[config.mk]
export PLATFORM = sky130hd
export DESIGN_NAME = fetch_redirect_unit
export DESIGN_NICKNAME = d
export VERILOG_FILES = /design/src/rtl/fetch_redirect_unit.sv
export SDC_FILE = /design/constraint.sdc
export NUM_CORES = 1
export LEC_CHECK = 0
export CAP_MARGIN = 0
export CORE_ASPECT_RATIO = 1.5
export CORE_MARGIN = 2
export CORE_UTILIZATION = 45
export DETAILED_ROUTE_END_ITERATION = 16
export GPL_TIMING_DRIVEN = 0
export PLACE_DENSITY = 0.79
export SYNTH_ARGS = -nofsm -noshare
export SYNTH_HDL_FRONTEND = slang
export SYNTH_SLANG_ARGS = --single-unit
[constraint.sdc]
create_clock -name clk_i -period 6.35 [get_ports clk_i]
set_clock_uncertainty 0.05 [all_clocks]
set_input_delay 0.635 -clock clk_i [delete_from_list [all_inputs] [get_ports clk_i]]
set_output_delay 0.635 -clock clk_i [all_outputs]
set_load 0.1 [all_outputs]
[src/rtl/fetch_redirect_unit.sv]
// Purpose : owns the fetch PC, selects the next PC, carries PC/hit/target through IF/ID and ID/EX, flushes on mispredict.
// Latency : fetch PC reaches EX after 2 cycles; a redirect corrects pc_o 1 cycle later (3 cycles to reach EX).
// Backpressure: stall_i holds pc_o and IF/ID and drops a bubble into ID/EX; a redirect overrides stall_i.
//
// Ports:
//   clk_i, rst_i              clock, synchronous active-high reset
//   stall_i                   hazard-unit stall
//   hit_i, predicted_pc_i     predictor lookup result for the current pc_o
//   wrong_predicted_i         EX verdict (00 ok, 01 taken-not-taken, 1x not-predicted-taken)
//   alu_pc_i                  resolved branch/jump target from EX
//   pc_o                      fetch PC (imem address, predictor lookup)
//   pc_id_o, valid_id_o       ID slot
//   pc_ex_o, hit_ex_o, valid_ex_o  EX slot (fed back to the predictor)
//   flush_o                   combinational kill of IF/ID and ID/EX
//   mispredict_cnt_o          saturating count of redirects
module fetch_redirect_unit #(
    parameter logic [31:0] RESET_PC = 32'h0000_0000,
    parameter int          CNT_W    = 32
) (
    input  logic             clk_i,
    input  logic             rst_i,
    input  logic             stall_i,
    input  logic             hit_i,
    input  logic [31:0]      predicted_pc_i,
    input  logic [1:0]       wrong_predicted_i,
    input  logic [31:0]      alu_pc_i,
    output logic [31:0]      pc_o,
    output logic [31:0]      pc_id_o,
    output logic             valid_id_o,
    output logic [31:0]      pc_ex_o,
    output logic             hit_ex_o,
    output logic             valid_ex_o,
    output logic             flush_o,
    output logic [CNT_W-1:0] mispredict_cnt_o
);

    typedef enum logic [1:0] {
        BOOT    = 2'd0,
        RUN     = 2'd1,
        RECOVER = 2'd2
    } state_t;

    state_t state, state_nxt;

    logic [31:0]      pc;
    logic [31:0]      pc_id;
    logic             hit_id;
    logic [31:0]      tgt_id;
    logic             valid_id;
    logic [31:0]      pc_ex;
    logic             hit_ex;
    logic [31:0]      tgt_ex;
    logic             valid_ex;
    logic [CNT_W-1:0] cnt;

    logic             redirect;
    logic [31:0]      redirect_pc;
    logic [31:0]      pc_nxt;

    // Redirect decision, next-PC selection and next state.
    always_comb begin
        state_nxt   = state;
        redirect    = 1'b0;
        redirect_pc = alu_pc_i;
        pc_nxt      = pc + 32'd4;

        // A verdict only counts when EX really holds an instruction; a hit
        // whose carried target disagrees with the resolved one (e.g. JALR)
        // is a mispredict even when the direction was right.
        if (valid_ex) begin
            if (wrong_predicted_i != 2'b00) begin
                redirect = 1'b1;
            end else if (hit_ex && (tgt_ex != alu_pc_i)) begin
                redirect = 1'b1;
            end
        end

        if (wrong_predicted_i == 2'b01) begin
            redirect_pc = pc_ex + 32'd4;
        end

        if (redirect) begin
            pc_nxt = redirect_pc;
        end else if (stall_i) begin
            pc_nxt = pc;
        end else if (hit_i) begin
            pc_nxt = predicted_pc_i;
        end

        case (state)
            BOOT:    state_nxt = RUN;
            RUN:     state_nxt = redirect ? RECOVER : RUN;
            RECOVER: state_nxt = RUN;
            default: state_nxt = BOOT;
        endcase
    end

    always_ff @(posedge clk_i) begin
        if (rst_i) begin
            state    <= BOOT;
            pc       <= RESET_PC;
            pc_id    <= '0;
            hit_id   <= 1'b0;
            tgt_id   <= '0;
            valid_id <= 1'b0;
            pc_ex    <= '0;
            hit_ex   <= 1'b0;
            tgt_ex   <= '0;
            valid_ex <= 1'b0;
            cnt      <= '0;
        end else begin
            state <= state_nxt;
            pc    <= pc_nxt;
            if (redirect) begin
                valid_id <= 1'b0;
                hit_id   <= 1'b0;
                valid_ex <= 1'b0;
                hit_ex   <= 1'b0;
                if (cnt != {CNT_W{1'b1}}) begin
                    cnt <= cnt + CNT_W'(1);
                end
            end else if (stall_i) begin
                // IF/ID holds; EX receives a bubble but keeps its PC.
                valid_ex <= 1'b0;
                hit_ex   <= 1'b0;
            end else begin
                pc_id    <= pc;
                hit_id   <= hit_i;
                tgt_id   <= predicted_pc_i;
                valid_id <= (state != BOOT);
                pc_ex    <= pc_id;
                // Masked so an invalid slot never reports a hit.
                hit_ex   <= hit_id & valid_id;
                tgt_ex   <= tgt_id;
                valid_ex <= valid_id;
            end
        end
    end

    assign pc_o             = pc;
    assign pc_id_o          = pc_id;
    assign valid_id_o       = valid_id;
    assign pc_ex_o          = pc_ex;
    assign hit_ex_o         = hit_ex;
    assign valid_ex_o       = valid_ex;
    assign flush_o          = redirect;
    assign mispredict_cnt_o = cnt;

endmodule

Word-level counts from Yosys, hierarchy flattened
Cells that the tools add are included.
{"block": "op_classes", "addsub": 3, "eq_ne": 6, "n_mux": 9, "bitwise_logic": 3, "reduce_logical": 9}
{"operator": "$mux W32", "n": 4}
{"operator": "$add A32 B3 Y32 const B", "n": 2}
{"operator": "$add A32 B1 Y32 const B", "n": 1}
{"operator": "$ne A32 B32 Y1", "n": 1}
{"operator": "$ne A32 B32 Y1 const B", "n": 1}
{"operator": "$eq A2 B1 Y1 const B", "n": 2}
{"operator": "$pmux W2 S2", "n": 1}
{"operator": "$reduce_and A2 Y1", "n": 2}
{"operator": "$reduce_bool A2 Y1", "n": 2}
{"operator": "$reduce_or A2 Y1", "n": 2}
{"operator": "$mux W1", "n": 3}
{"operator": "$reduce_or A3 Y1", "n": 1}
{"operator": "$eq A2 B2 Y1 const B", "n": 1}
{"operator": "$logic_not A2 Y1", "n": 1}
{"operator": "$mux W2", "n": 1}
{"operator": "$ne A2 B1 Y1 const B", "n": 1}
{"operator": "$not A1 Y1", "n": 2}
{"operator": "$and A1 B1 Y1", "n": 1}
{"operator": "$logic_and A1 B1 Y1", "n": 1}
{"block": "word_totals", "regBits": 198, "input_bits": 70}

Logic depth before layout (Yosys ltp)
Gate-level depths: netlist of run 1.
{"block": "depth", "depth_word": 7, "mapped_depth": 10}

Worst setup path before layout of run 1
Ideal clock, no wire load.
{"block": "synth_path", "path_type": "reg-to-reg", "from": "reg pc[8] (netlist: pc_o[8])", "to": "reg pc[25] (netlist: pc_o[25])", "arrival_time_ns": 2.788, "required_ns": 6.173, "setup_slack_ns": 3.385, "stages_incl_launch_ff": 11, "n_path_buf": 3, "path_cell_list": "dfxtp_1 buf_2 and4_1 buf_2 and3_1 buf_4 and3_1 nand2_2 or4_1 a21oi_1 o32ai_2"}
{"block": "synth_between", "elab_chain_len": 4}
{"item": "start, declared", "line_no": "45", "rtl": "logic [31:0] pc;"}
{"item": "start signal, assigned", "line_no": "113", "rtl": "pc <= pc_nxt;"}
{"item": "$add A32 B3 Y32", "line_no": "65", "rtl": "pc_nxt = pc + 32'd4;"}
{"item": "$mux W32", "line_no": "86", "rtl": "end else if (hit_i) begin"}
{"item": "$mux W32", "line_no": "84", "rtl": "end else if (stall_i) begin"}
{"item": "$mux W32", "line_no": "82", "rtl": "if (redirect) begin"}
No other way between the ends. The select of a mux whose other input is x is not followed.
A chain may end at the register's enable or synchronous reset.

Worst setup path in the final report of run 1
{"block": "layout_path", "from": "in alu_pc_i[29]", "to": "out flush_o"}
{"block": "layout_between", "elab_chain_len": 5}
{"item": "start, declared", "line_no": "26", "rtl": "input logic [31:0] alu_pc_i,"}
{"item": "$ne A32 B32 Y1", "line_no": "73", "rtl": "end else if (hit_ex && (tgt_ex != alu_pc_i)) begin"}
{"item": "$logic_and A1 B1 Y1", "line_no": "73"}
{"item": "$mux W1", "line_no": "73"}
{"item": "$mux W1", "line_no": "71", "rtl": "if (wrong_predicted_i != 2'b00) begin"}
{"item": "$mux W1", "line_no": "70", "rtl": "if (valid_ex) begin"}
{"item": "end, declared", "line_no": "33", "rtl": "output logic flush_o,"}
No other way between the ends.

==> results of run 1 <==
[cells by family (layout without fill, tap and decap cells)]
group,Yosys count,after routing,share of synthesized area (%)
multiplexers,11,11,1.20
buffers and inverters,104,337,4.90
XOR/XNOR,69,69,6.31
AO/OA/AOI/OAI,304,304,18.5
flip-flops,198,198,41.4
adder cells (fa/ha/maj),3,3,0.392
AND/OR/NAND/NOR,566,566,27.3
[worst max path at each step]
stage | from | to | slack (ns) | depth (start not counted)
after floorplan | pc_o[8] | pc_o[25] | 3.38 | 10
after global placement | alu_pc_i[29] | flush_o | 1.47 | 9
after detailed placement | alu_pc_i[29] | flush_o | 1.48 | 9
after CTS | alu_pc_i[29] | flush_o | 1.47 | 9
after global routing | alu_pc_i[29] | flush_o | 1.36 | 9
final | alu_pc_i[29] | flush_o | 1.41 | 9
[routing by layer]
| layer | part of all wire, % | vias up | GRT usage, % |
|---|---|---|---|
| met5 | 0 | - | 0 |
| met4 | 6.6 | 0 | 21.3 |
| met3 | 7.2 | 130 | 5.06 |
| met2 | 49 | 519 | 53.4 |
| met1 | 37 | 4766 | 36.4 |
| li1 | - | 4803 | - |
[through the flow]
stage / utilization, % / hold slack (ns) / cell area (µm²)
3_3_place_gp: 56.8 / 0.376 / 11900
3_5_place_dp: 56.8 / 0.386 / 11900
6_report: 59.6 / 0.395 / 12500
2_1_floorplan: - / 0.356 / 9570
4_1_cts: 59.6 / 0.394 / 12500
5_1_grt: 59.6 / 0.401 / 12500
[final cells by class]
class,instances,area [µm²],share of cell area [%]
plain buffers,87,405,3.24
clock buffers,20,457,3.65
clock inverters,12,131,1.05
inverters,17,63.8,0.510
multi-input cells,953,5140,41.1
flip-flops and latches,198,3960,31.7
well taps,268,335,2.68
repair buffers,201,2010,16.1
[worst min-delay path, cell delays in order (launching register included)]
cell	delay, ns
dfxtp_1	0.31
nand2_1	0.05
a21oi_1	0.05
[power groups by stage]
stage / sequential [mW] / combinational [mW] / clock (mW)
2_1_floorplan: 1.54 / 0.166 / 0
3_3_place_gp: 1.36 / 0.537 / 0
3_5_place_dp: 1.36 / 0.540 / 0
4_1_cts: 1.33 / 0.542 / 1.10
5_1_grt: 1.34 / 0.572 / 1.15
6_report: 1.34 / 0.547 / 1.10
[sequential cells by signal, summed over array words and instances, names as in the netlist]
register,count
pc_ex_o,32
valid_id_o,1
mispredict_cnt_o,32
state,2
tgt_ex,32
hit_ex_o,1
tgt_id,32
pc_o,32
hit_id,1
valid_ex_o,1
pc_id_o,32
[placed cells by master (no fill, tap or decap), types with 5 or more instances in the layout]
cell type | synthesis | layout
a211oi_1 | 16 | 16
a21oi_1 | 192 | 192
and3_1 | 16 | 16
and4_1 | 6 | 6
buf_2 | 37 | 37
clkbuf_1 | 42 | 43
clkbuf_16 | 0 | 17
clkdlybuf4s50_1 | 0 | 201
dfxtp_1 | 198 | 198
inv_1 | 15 | 15
inv_6 | 0 | 5
mux2i_1 | 7 | 7
nand2_1 | 313 | 313
nand2b_1 | 9 | 9
nand3_1 | 31 | 31
nand4_1 | 31 | 31
nor2_1 | 70 | 70
nor3_1 | 24 | 24
nor4_1 | 10 | 10
o211ai_1 | 10 | 10
o21a_1 | 5 | 5
o21ai_0 | 34 | 34
o221ai_1 | 7 | 7
o32ai_1 | 13 | 13
or3_1 | 25 | 25
or4_1 | 6 | 6
xnor2_1 | 17 | 17
xor2_1 | 52 | 52
==> run_results.csv, run 1 <==
group,metric,value,unit
floorplanning,io_pins,202,
drt,ant_nets,0,
clock_tree,postCtsHoldBufs,0,
floorplanning,initial_core_util,45.6,%
power_and_ir_drop,power_frac_comb,18.4,%
power_and_ir_drop,power,2.98,mW
drt,drt-total-wl,35700,µm
synth,synthCells,1255,
layout,drive_above_1_share,5.91,%
status,status,"completed",
place,routabilityCongestion,0.968,
clock_tree,cts_tree,"done",
layout,layout.cells.non_filler,1756,
timing,worst_pin_slew,1.07,ns
critical_path,critical_path_class,"input port to primary output",
drt,via_count,10200,
drt,dr.pass1.iters,7,
synth,async_flop_share,0,%
timing,finalSetupTns,0,ns
clock_tree,htreeDepth,4,
clock_tree,cts_resized,0,
drt,drc,0,
timing,max-slew-margin-rel,28.3,%
job,max_cap_violations,0,
place,placed_cells_incl_taps,1724,
synth,ys_seq_area_share,41.4,%
critical_path,crit_required,5.66,ns
drt,drt-initial-drc-count,732,
critical_path,reg2reg_to,"pc_o[22]",
synth,avgSynthCellArea,7.63,µm²
synth,synth.top_cell.area_share,41.4,%
global_routing,antenna_found_initial,0,
min_path,hold_end,"tgt_ex[4]",
critical_path,cp_top_family,"buffers and inverters",
clock_tree,cts_buffers,17,
synth,synth_nets,1328,
critical_path,setup.worst_path.start_class,"input port",
critical_path,cp.arrival,4.25,ns
global_routing,grt_pass1_vias,9699,
timing,maxSlewViolCount,0,
min_path,min_path_cells,2,
power_and_ir_drop,pwr_density_cell,238,nW/µm²
min_path,min_from,"tgt_id[4]",
clock_tree,insertion_delay,0.46,ns
synth,netlist_area,9570,µm²
drt,wire_per_inst,20.3,µm
critical_path,reg2reg_depth,9,
power_and_ir_drop,sequentialPowerShare,44.8,%
drt,viasPerCell,5.82,
critical_path,cp_max_fo,10,
floorplanning,core,21000,µm²
global_routing,grt_overflow,0,
synth,synth-seq-cells,198,
min_path,holdCritPathClass,"flip-flop to flip-flop",
floorplanning,die_h,183,µm
critical_path,slowest_stage,"clkdlybuf4s50_1",
clock_tree,cts_root_buffer,"clkbuf_16",
timing,hold_viol,0,
power_and_ir_drop,p_switching,0.964,mW
critical_path,r2r_setup_slack,3.23,ns
critical_path,critPathMaxStageDelay,0.99,ns
synth,ys.flop_type,"dfxtp_1",
clock_tree,clk_path_buf_depth,2,
critical_path,r2r_start,"tgt_ex[29]",
clock_tree,clkTransAtPathRegs,0.08,ns
floorplanning,die_area,22500,µm²
clock_tree,post_cts.repair.setup_buffers,0,
critical_path,critPathBufInv,4,
timing,min_period,4.94,ns
floorplanning,num_rows,65,
synth,synth_cell_types,62,
synth,synth_most_common_cell,"nand2_1",
power_and_ir_drop,p_clk_share,36.8,%
layout,antenna_cells,0,
critical_path,critical_path.cell_chain,"clkdlybuf4s50_1 -> xor2_1 -> nor4_1 -> nand4_1 -> o21a_1 -> nor2_1 -> clkinv_1 -> buf_2 -> clkdlybuf4s50_1",
synth,synth_edf_count,0,
timing,fmax,202,MHz
place,dp_slack,1.48,ns
layout,area_delta_synth_final,30.7,%
synth,synth_common_cells,"nand2_1, dfxtp_1, a21oi_1, nor2_1, xor2_1",
synth,yosysTopAreaCell,"dfxtp_1",
critical_path,crit_top_cell,"clkdlybuf4s50_1",
power_and_ir_drop,p_int,2.02,mW
timing,rsz0062_at_grt,"false",
layout,fin_nets,1548,
power_and_ir_drop,swShare,32.3,%
place,io_buffers,201,
power_and_ir_drop,leakagePower,4.34,nW
synth,synth.area.top_cells,"dfxtp_1, nand2_1, a21oi_1",
floorplanning,die_x,123,µm
clock_tree,cts.sinks,198,
timing,post-route-period-util,77.8,%
global_routing,grt_pass1_wl,54000,µm
power_and_ir_drop,ir_drop,206,µV
global_routing,grt_max_degree,19,
synth,ys.warnings.count,0,
timing,setup_viol,0,
place,hpwl,27700,µm
critical_path,end_kind,"primary output",
global_routing,grt_usage,31.7,%
layout,fill_cells,1939,
timing,setup_ws,1.41,ns
Note: power is estimated with default switching activity, not from simulation.
==> run 2, diff against run 1 <==
clock period = 5.1 ns   (was 6.35 ns; I/O delays follow)
==> results of run 2 <==
The final DEF is identical to that of run 1. Status: completed.
Main changes from that run: setup slack after placement 1.48 ns -> 0.485 ns; setup slack after layout 1.41 ns -> 0.411 ns; register-to-register setup slack 3.23 ns -> 1.98 ns; total power 2.98 mW -> 3.71 mW; worst IR drop on VDD 206 µV -> 257 µV
==> run 3, diff against run 2 <==
CELL_PAD_IN_SITES_DETAIL_PLACEMENT = 2   (was not set)
CELL_PAD_IN_SITES_GLOBAL_PLACEMENT = 2   (was not set)
CORE_UTILIZATION = 29   (was 45)
PLACE_DENSITY = 0.87   (was 0.79)
==> run 3 against run 2 <==
Effect of this change: non-clock buffer count unchanged; largest power group unchanged; critical path depth unchanged; cell area up 1.3%; sequential cell count unchanged; clock power about the same; utilization down 21 points.
==> run_results.csv, run 3 (synthesized netlist as in run 1, its figures left out) <==
group,metric,value,unit
status,status,"completed",
drt,viasPerCell,5.49,
min_path,hold_end,"state[1]",
timing,finalSetupTns,0,ns
floorplanning,die_x,152,µm
critical_path,reg2reg_depth,9,
timing,setup_ws,0.160,ns
place,placed_cells_incl_taps,1871,
min_path,holdCritPathClass,"flip-flop to flip-flop",
place,io_buffers,201,
power_and_ir_drop,power,3.73,mW
timing,setup_viol,0,
layout,fill_cells,3761,
timing,whs,0.404,ns
job,max_cap_violations,0,
layout,antenna_cells,0,
power_and_ir_drop,ir_drop,256,µV
floorplanning,die_area,34500,µm²
min_path,min_from,"state[1]",
critical_path,r2r_setup_slack,1.68,ns
power_and_ir_drop,leakagePower,4.33,nW
clock_tree,post_cts.repair.setup_buffers,0,
critical_path,reg2reg_to,"pc_o[22]",
layout,drive_above_1_share,5.98,%
critical_path,cp.arrival,4.38,ns
layout,multiInputGateArea,5140,µm²
power_and_ir_drop,pwr_density_cell,294,nW/µm²
floorplanning,die_h,227,µm
timing,maxSlewViolCount,0,
critical_path,critical_path.cell_chain,"clkdlybuf4s50_1 -> xor2_1 -> nor4_1 -> nand4_1 -> o21a_1 -> nor2_1 -> clkinv_1 -> buf_2 -> clkdlybuf4s50_1",
drt,ant_nets,0,
clock_tree,clk_path_buf_depth,2,
drt,drt-total-wl,46000,µm
global_routing,grtUsageMet3,5.05,%
global_routing,grt_max_degree,20,
critical_path,r2r_start,"tgt_ex[29]",
critical_path,crit_top_cell,"clkdlybuf4s50_1",
clock_tree,cts.sinks,198,
min_path,min_path_cells,1,
timing,min_period,4.94,ns
timing,worst_pin_slew,1.05,ns
floorplanning,num_rows,81,
layout,seqCellArea,3960,µm²
critical_path,crit_required,4.54,ns
timing,post-route-period-util,96.9,%
global_routing,use_met2,48.8,%
layout,area_delta_synth_final,32.3,%
timing,hold_viol,0,
drt,drt-initial-drc-count,486,
timing,fmax,202,MHz
critical_path,setup.worst_path.start_class,"input port",
place,routabilityCongestion,0.928,
global_routing,grt_busiest_layer,"met2",
global_routing,grt_pass1_wl,69100,µm
critical_path,critical_path_class,"input port to primary output",
floorplanning,initial_core_util,29.4,%
clock_tree,postCtsHoldBufs,0,
drt,dr.pass1.iters,4,
global_routing,grt_overflow,0,
place,hpwl,36300,µm
layout,fin_nets,1548,
global_routing,grt_pass1_vias,11500,
clock_tree,insertion_delay,0.48,ns
layout,final_cell_mix,"nand2_1, clkdlybuf4s50_1, dfxtp_1, a21oi_1, nor2_1",
layout,layout.cells.non_filler,1903,
global_routing,antenna_found_initial,0,
clock_tree,cts_buffers,17,
timing,max-slew-margin-rel,29.8,%
floorplanning,core,32500,µm²
critical_path,slowest_stage,"clkdlybuf4s50_1",
floorplanning,io_pins,202,
timing,rsz0062_at_grt,"false",
clock_tree,htreeDepth,4,
global_routing,grt_use_met1,27.0,%
layout,mostFrequentLayoutCell,"nand2_1",
global_routing,grt_usage,26.4,%
critical_path,critPathMaxStageDelay,0.99,ns
drt,via_count,10400,
drt,drc,0,
critical_path,cp_max_fo,10,
clock_tree,cts_root_buffer,"clkbuf_16",
place,dp_slack,0.244,ns
clock_tree,clkTransAtPathRegs,0.08,ns
drt,wire_per_inst,24.2,µm
clock_tree,cts_resized,0,
critical_path,end_kind,"primary output",
clock_tree,cts_tree,"done",
==> run 3: cell types whose count changed in the layout (fill, tap and decap cells not counted) <==
cell	delta
clkinvlp_4	-1
clkinv_4	+2
inv_8	+3
bufinv_16	-1
inv_6	-2
clkbuf_8	-2
clkinv_2	+2
clkbuf_1	-1
==> run 3: how the worst max path moves through the flow <==
stage                             from  endpoint  slack (ns)  cells past startpoint
after floorplan                pc_o[8]  pc_o[25]        2.13                     10
after global routing      alu_pc_i[23]   flush_o        0.19                      9
after detailed placement  alu_pc_i[29]   flush_o        0.24                      9
after global placement    alu_pc_i[29]   flush_o        0.30                      9
after CTS                 alu_pc_i[29]   flush_o        0.23                      9
final                     alu_pc_i[29]   flush_o        0.16                      9
==> run 3: layout make-up <==
cell class | count | area share (%)
buffer | 87 | 3.20
clock buffer | 17 | 3.36
clock inverter | 15 | 1.09
inverter | 17 | 0.504
multi-input combinational | 953 | 40.6
sequential | 198 | 31.3
tap | 415 | 4.10
timing repair buffer | 201 | 15.9
==> run 3: power breakdown <==
| group | internal [mW] | total (mW) | leakage [nW] | switching (mW) |
|---|---|---|---|---|
| clock | 0.649 | 1.35 | 0.280 | 0.700 |
| sequential | 1.60 | 1.67 | 1.61 | 0.0669 |
| combinational | 0.192 | 0.712 | 2.44 | 0.519 |
| total | 2.44 | 3.73 | 4.33 | 1.29 |
==> run 3: metal layers <==
metal,vias to the layer above,routed length [µm]
met5,-,0
met4,0,3090
met3,139,1980
met2,309,23800
met1,5210,17200
li1,4786,-
==> run 3: worst max-delay path, delay by kind of cell <==
kind	cells	cell delay, ns
xor gates and xnor gates	1	0.20
and+or+nand+nor	3	1.01
buffers and inverters	4	2.28
AOI/OAI and AO/OA	1	0.36
==> run 3: stage by stage <==
stage | utilization, % | area [µm²]
final | 38.9 | 12700
after global routing | 38.9 | 12700
after CTS | 38.9 | 12700
after detailed placement | 37.2 | 12100
after global placement | 37.2 | 12100
after floorplan | - | 9570
